[config.mk]
export PLATFORM = sky130hd
export DESIGN_NAME = fetch_ctrl
export DESIGN_NICKNAME = d
export VERILOG_FILES = /design/src/rtl/fetch_ctrl_pkg.sv /design/src/rtl/fetch_ctrl.sv
export SDC_FILE = /design/constraint.sdc
export NUM_CORES = 1
export LEC_CHECK = 0
export ABC_AREA = 1
export CAP_MARGIN = 20
export CORE_MARGIN = 1
export CORE_UTILIZATION = 50
export CTS_CLUSTER_SIZE = 25
export DETAILED_ROUTE_END_ITERATION = 12
export GPL_TIMING_DRIVEN = 0
export PLACE_DENSITY = 0.8
export REMOVE_ABC_BUFFERS = 1
export SYNTH_ARGS = -nofsm -noshare
export SYNTH_HDL_FRONTEND = slang
export SYNTH_SLANG_ARGS = --single-unit
[constraint.sdc]
create_clock -name clk -period 2.04 [get_ports clk]
set_input_delay 0.408 -clock clk [delete_from_list [all_inputs] [get_ports clk]]
set_output_delay 0.408 -clock clk [all_outputs]
set_load 0.02 [all_outputs]
[src/rtl/fetch_ctrl_pkg.sv]
// fetch_ctrl_pkg: shared types and constants for the fetch controller
package fetch_ctrl_pkg;
  typedef logic u1;
  typedef logic [31:0] u32;
  typedef logic [63:0] u64;
  localparam u64 PC_RESET_DEFAULT = 64'h8000_0000;
  typedef enum logic [1:0] {REQ, DISCARD, FULL} fetch_ctrl_state_t;
endpackage

[src/rtl/fetch_ctrl.sv]
// fetch_ctrl: owns the PC, runs the I-bus handshake and presents one fetched instruction at a time
module fetch_ctrl
  import fetch_ctrl_pkg::*;
#(
  parameter logic [63:0] PC_RESET = PC_RESET_DEFAULT
) (
  input  logic        clk,
  input  logic        reset,
  output logic        ireq_valid,
  output logic [63:0] ireq_addr,
  input  logic        iresp_ok,
  input  logic [31:0] iresp_data,
  input  logic        redirect,
  input  logic [63:0] redirect_pc,
  input  logic        hold,
  output logic        out_valid,
  output logic [63:0] out_pc,
  output logic [31:0] out_instr,
  output logic        stallI
);
  fetch_ctrl_state_t state;
  u64 pc;
  u64 reqAddr;
  always_ff @(posedge clk) begin
    if (!reset) begin
      pc <= PC_RESET;
      reqAddr <= PC_RESET;
      state <= REQ;
      out_valid <= 1'b0;
      out_pc <= '0;
      out_instr <= '0;
    end else if (redirect) begin
      pc <= redirect_pc;
      out_valid <= 1'b0;
      // an issued request cannot be withdrawn, so remember its address for DISCARD
      if (state != DISCARD) reqAddr <= pc;
      state <= (state == FULL || (state == REQ && iresp_ok)) ? REQ : DISCARD;
    end else begin
      case (state)
        REQ: if (iresp_ok) begin
          out_instr <= iresp_data;
          out_pc <= pc;
          out_valid <= 1'b1;
          pc <= pc + 64'd4;
          state <= FULL;
        end
        FULL: if (!hold) begin
          out_valid <= 1'b0;
          state <= REQ;
        end
        DISCARD: if (iresp_ok) state <= REQ;
        default: state <= REQ;
      endcase
    end
  end
  always_comb begin
    ireq_valid = reset && state != FULL;
    ireq_addr = state == DISCARD ? reqAddr : pc;
    stallI = !out_valid;
  end
endmodule

## Word-level counts from Yosys, hierarchy flattened

Index checks and enable logic that the tools add are counted.

| word-level totals | value |
|---|---|
| logic and storage cells | 45 |
| flip-flop bits (word level) | 227 |

| operators by class | value |
|---|---|
| $add $sub $neg | 1 |
| reduce and logical (&&, ||, !) cells | 14 |
| eq/ne operators | 9 |
| mux-type cells | 13 |
| bitwise logic cells | 2 |

Operators with widths:

| cell | count |
|---|---|
| $mux 64 | 4 |
| $add 64x3->64 const B | 1 |
| $ne 3x3->1 const B | 3 |
| $reduce_and 3->1 | 3 |
| $mux 2 | 4 |
| $ne 2x2->1 const B | 3 |
| $pmux 2 s3 | 1 |
| $reduce_bool 2->1 | 3 |
| $reduce_and 2->1 | 2 |
| $mux 1 | 3 |
| $eq 2x1->1 const B | 1 |
| $eq 2x2->1 const B | 1 |
| $logic_and 1x1->1 | 2 |
| $logic_not 2->1 | 1 |
| $ne 2x1->1 const B | 1 |
| $not 1->1 | 2 |
| $pmux 1 s2 | 1 |
| $reduce_or 2->1 | 1 |
| $logic_not 1->1 | 1 |
| $logic_or 1x1->1 | 1 |

## Logic depth before layout (Yosys ltp)

| depth | value |
|---|---|
| depth after elaboration | 5 |
| depth in mapped cells | 12 |
| depth with buffers taken out | 12 |

## Worst setup path after synthesis

No wires, ideal clock.

| timing path | value |
|---|---|
| kind | in2out |
| from | input port reset |
| to | output port ireq_valid |
| slack | 0.251 ns |
| arrival | 1.381 ns |
| cell stages on the path | 5 |
| path buffers | 3 |
| cells stage by stage | buf_2 > clkinv_1 > clkbuf_1 > clkbuf_1 > nor2_1 |

| on the way | value |
|---|---|
| word-level cells in the longest chain between the ends | 1 |

RTL lines:

| element | line | RTL |
|---|---|---|
| from (decl) | fetch_ctrl.sv:8 | `input logic reset,` |
| $logic_and 1x1->1 | fetch_ctrl.sv:57 | `ireq_valid = reset && state != FULL;` |
| to (decl) | fetch_ctrl.sv:9 | `output logic ireq_valid,` |

No other way between the ends.

## Worst setup path in the final report

| timing path | value |
|---|---|
| from | register state[0] |
| to | output port ireq_addr[0] |

| on the way | value |
|---|---|
| word-level cells in the longest chain between the ends | 2 |

RTL lines:

| element | line | RTL |
|---|---|---|
| from (decl) | fetch_ctrl.sv:21 | `fetch_ctrl_state_t state;` |
| from (signal assigned) | fetch_ctrl.sv:37 | `state <= (state == FULL \|\| (state == REQ && iresp_ok)) ? REQ : DISCARD;` |
| $eq 2x1->1 | fetch_ctrl.sv:58 | `ireq_addr = state == DISCARD ? reqAddr : pc;` |
| $mux 64 | fetch_ctrl.sv:58 |  |
| to (decl) | fetch_ctrl.sv:10 | `output logic [63:0] ireq_addr,` |

No other way between the ends.

==> metrics.txt <==
DRC viols=0; standard-cell rows=54; Synth Instances=1,638; Slowest cell on crit path=dfxtp_2; number of global-route vias before repair=11,730; count of pins over their slew limit=0; critical setup path kind=flip-flop to primary output; Static Leakage=0.006520 uW; most common cell after layout, fill and taps aside=nor2_1; initial antenna violation count=1; asr flop ratio synth=0%; aggregate global routing overflow=0; largest net degree at the start of global routing=80; via count=12,400; fin crit period=2.253 ns; clock sink count=227; setup TNS=-8.566 ns; Final Hold Fails=0; core area=0.02182 sq mm; dpl cells=2,099; starting utilization of the core area=51.05%; drt initial violations=1,075; setup violators final=62; fillers=1,664; Hold Path Class=input pin to flip-flop; Longest Clk Path Bufs=3; Data arrival, critical path=1.85 ns; Worst Tran Pin Value=0.5405 ns; Routability Congestion=0.8803; Via-to-Cell Ratio=5.632; I/O pin cnt=264; H-tree levels=1; period utilization=110.4%; CTS root buffer=clkbuf_16; Reg clk slew, reported paths=0.06 ns; crit path capture type=primary output; Seq. cell area=0.004557 sq mm; status=finished with violations; Area growth syn-to-layout=43.13%; #FFs+latches synth=227; max-capacitance violation count=0; CTS tree=yes; leading area contributor after synthesis=dfxtp_1; Slew headroom=63.92%; most frequent CP cell=buf_6; Post-Route Skew=0.01154 ns; Post-synth EDFFs=0; final cell count without fillers=2,201; Buffers on Ports=263; Routed Wire Length=40.55 mm; width of the chip=151.3 um; CP startpoint kind=flip-flop; first-pass GRT wire length=61.00 mm; synth warn=0; total track usage=34.24%; most common flop cell mapped by yosys=dfxtp_1; ratio of cells with drive above 1 in the final layout=15.73%; Routed WL per cell=18.42 um; DR pass1 iterations=6; Final Hold Slack=0.2309 ns; failing checks=negative setup slack; clk_lat worst skew=0.54 ns; post-synth cell types=42; most frequent cells in the layout=nor2_1 (313), nand2_1 (300), dfxtp_1 (219); Final nets=2,007; max frequency=443.9 MHz; total power draw=11,920 uW; Crit path largest cell delay=0.36 ns; worst path required time=1.63 ns; DP HPWL=24.68 mm; Cell Pwr Density=747.3 mW/mm^2; Peak VDD IR=0.5654 mV; Crit Path Max Fanout=6; unrepaired setup endpoints after global routing=yes; sequential-to-total area share from yosys stat=40.79%; Post-Syn Area=0.01114 sq mm; Post-DRT Antenna Nets=0; Yosys top cell area share=40.79%; Final WS setup=-0.2130 ns; Die H=151.3 um; Num CTS Buffers=25; crit-path cells=inv_4 -> nor2_4 -> clkinvlp_4 -> buf_6 -> buf_6 -> nand2_4 -> o21ai_2 -> buf_6; largest cells by area after synthesis=dfxtp_1 (41%), nor2_1 (11%), nand2_1 (11%); Mean Syn Cell Area=6.801 sq um; hold_buf cts=0; Multi-input gate area=0.005839 sq mm; Die Area=0.02288 sq mm
==> final cells by class <==
type,instances,area share (%)
well taps,280,2.197
clock buffers,33,4.175
clock inverters,9,0.6356
repair buffers,332,23.38
repair inverters,2,0.1020
multi-input cells,1152,36.62
inverters,165,4.300
diodes,1,0.01569
flip-flops and latches,227,28.58
==> per-layer routing <==
metal	wire (um)	global-route usage (%)	vias to the layer above	part of all wire, %
li1	-	-	5874	-
met1	15940	43.42	5722	39
met2	18820	55.71	674	46
met3	4190	7.018	125	10
met4	1594	15.55	0	3.9
met5	0	0	-	0
==> through the flow <==
step                util [%]  cell area, sq um  setup WS [ns]
global route           73.07             15950        -0.2623
finish                 73.07             15950        -0.2130
CTS                    71.32             15560        -0.2055
global placement       62.64             13670         -7.513
floorplan                  -             10690         -2.618
detailed placement     64.28             14030         -1.490
==> flip-flops by register name, summed over array words and instances (netlist names) <==
register / count
pc: 64
out_instr: 32
out_pc: 64
reqAddr: 64
state: 2
out_valid: 1
==> Yosys cell counts (3+ instances only) <==
cell / count
nor2_1: 319
nand2_1: 317
dfxtp_1: 227
o21ai_0: 174
inv_1: 158
a211oi_1: 73
nand3_1: 54
a21oi_1: 48
clkbuf_1: 45
buf_2: 34
nor3_1: 29
nand4_1: 27
nor2_2: 16
xor2_1: 12
nor2_4: 11
nand3b_1: 10
o21ai_1: 10
nand2_2: 8
a31oi_1: 7
buf_4: 7
buf_1: 6
nand2_4: 5
inv_2: 4
nand3_2: 4
o211ai_1: 4
a221oi_1: 3
buf_6: 3
clkinv_1: 3
o2111ai_1: 3
==> cell families after synthesis <==
group	Yosys count	share of synthesized area [%]
flip-flops	227	40.79
buffers and inverters	261	9.625
XOR/XNOR	12	0.9434
AND/OR/NAND/NOR	807	31.44
AO/OA/AOI/OAI	330	17.09
adder cells (fa/ha/maj)	1	0.1123
==> worst paths after layout <==
path	startpoint	end	slack, ns	cells past startpoint
worst max-delay path	state[0]	ireq_addr[0]	-0.21	8
worst max register to register	state[0]	pc[7]	0.04	11
worst min-delay path	reset	out_instr[20]	0.23	3
worst min register to register	reqAddr[3]	reqAddr[3]	0.46	2
==> power breakdown <==
part	switching [uW]	total (uW)	internal (uW)
logic	1380	2500	1120
registers	240	4990	4750
clock network	1890	4430	2540
total	3510	11900	8410
==> critical path, delay by kind of cell (launching register included) <==
kind	cells	cell delay [ns]
AOI/OAI and AO/OA	1	0.07
buffers and inverters	5	0.70
DFF	1	0.36
and+or+nand+nor	2	0.20
==> what timing repair did <==
action,4_1_cts,5_1_grt
pin swaps,6,6
buffers inserted,35,8
resized for setup,518,85
cloned,12,4
setup endpoints to repair,264,91
No activity file was read; power rests on OpenSTA's default activity.
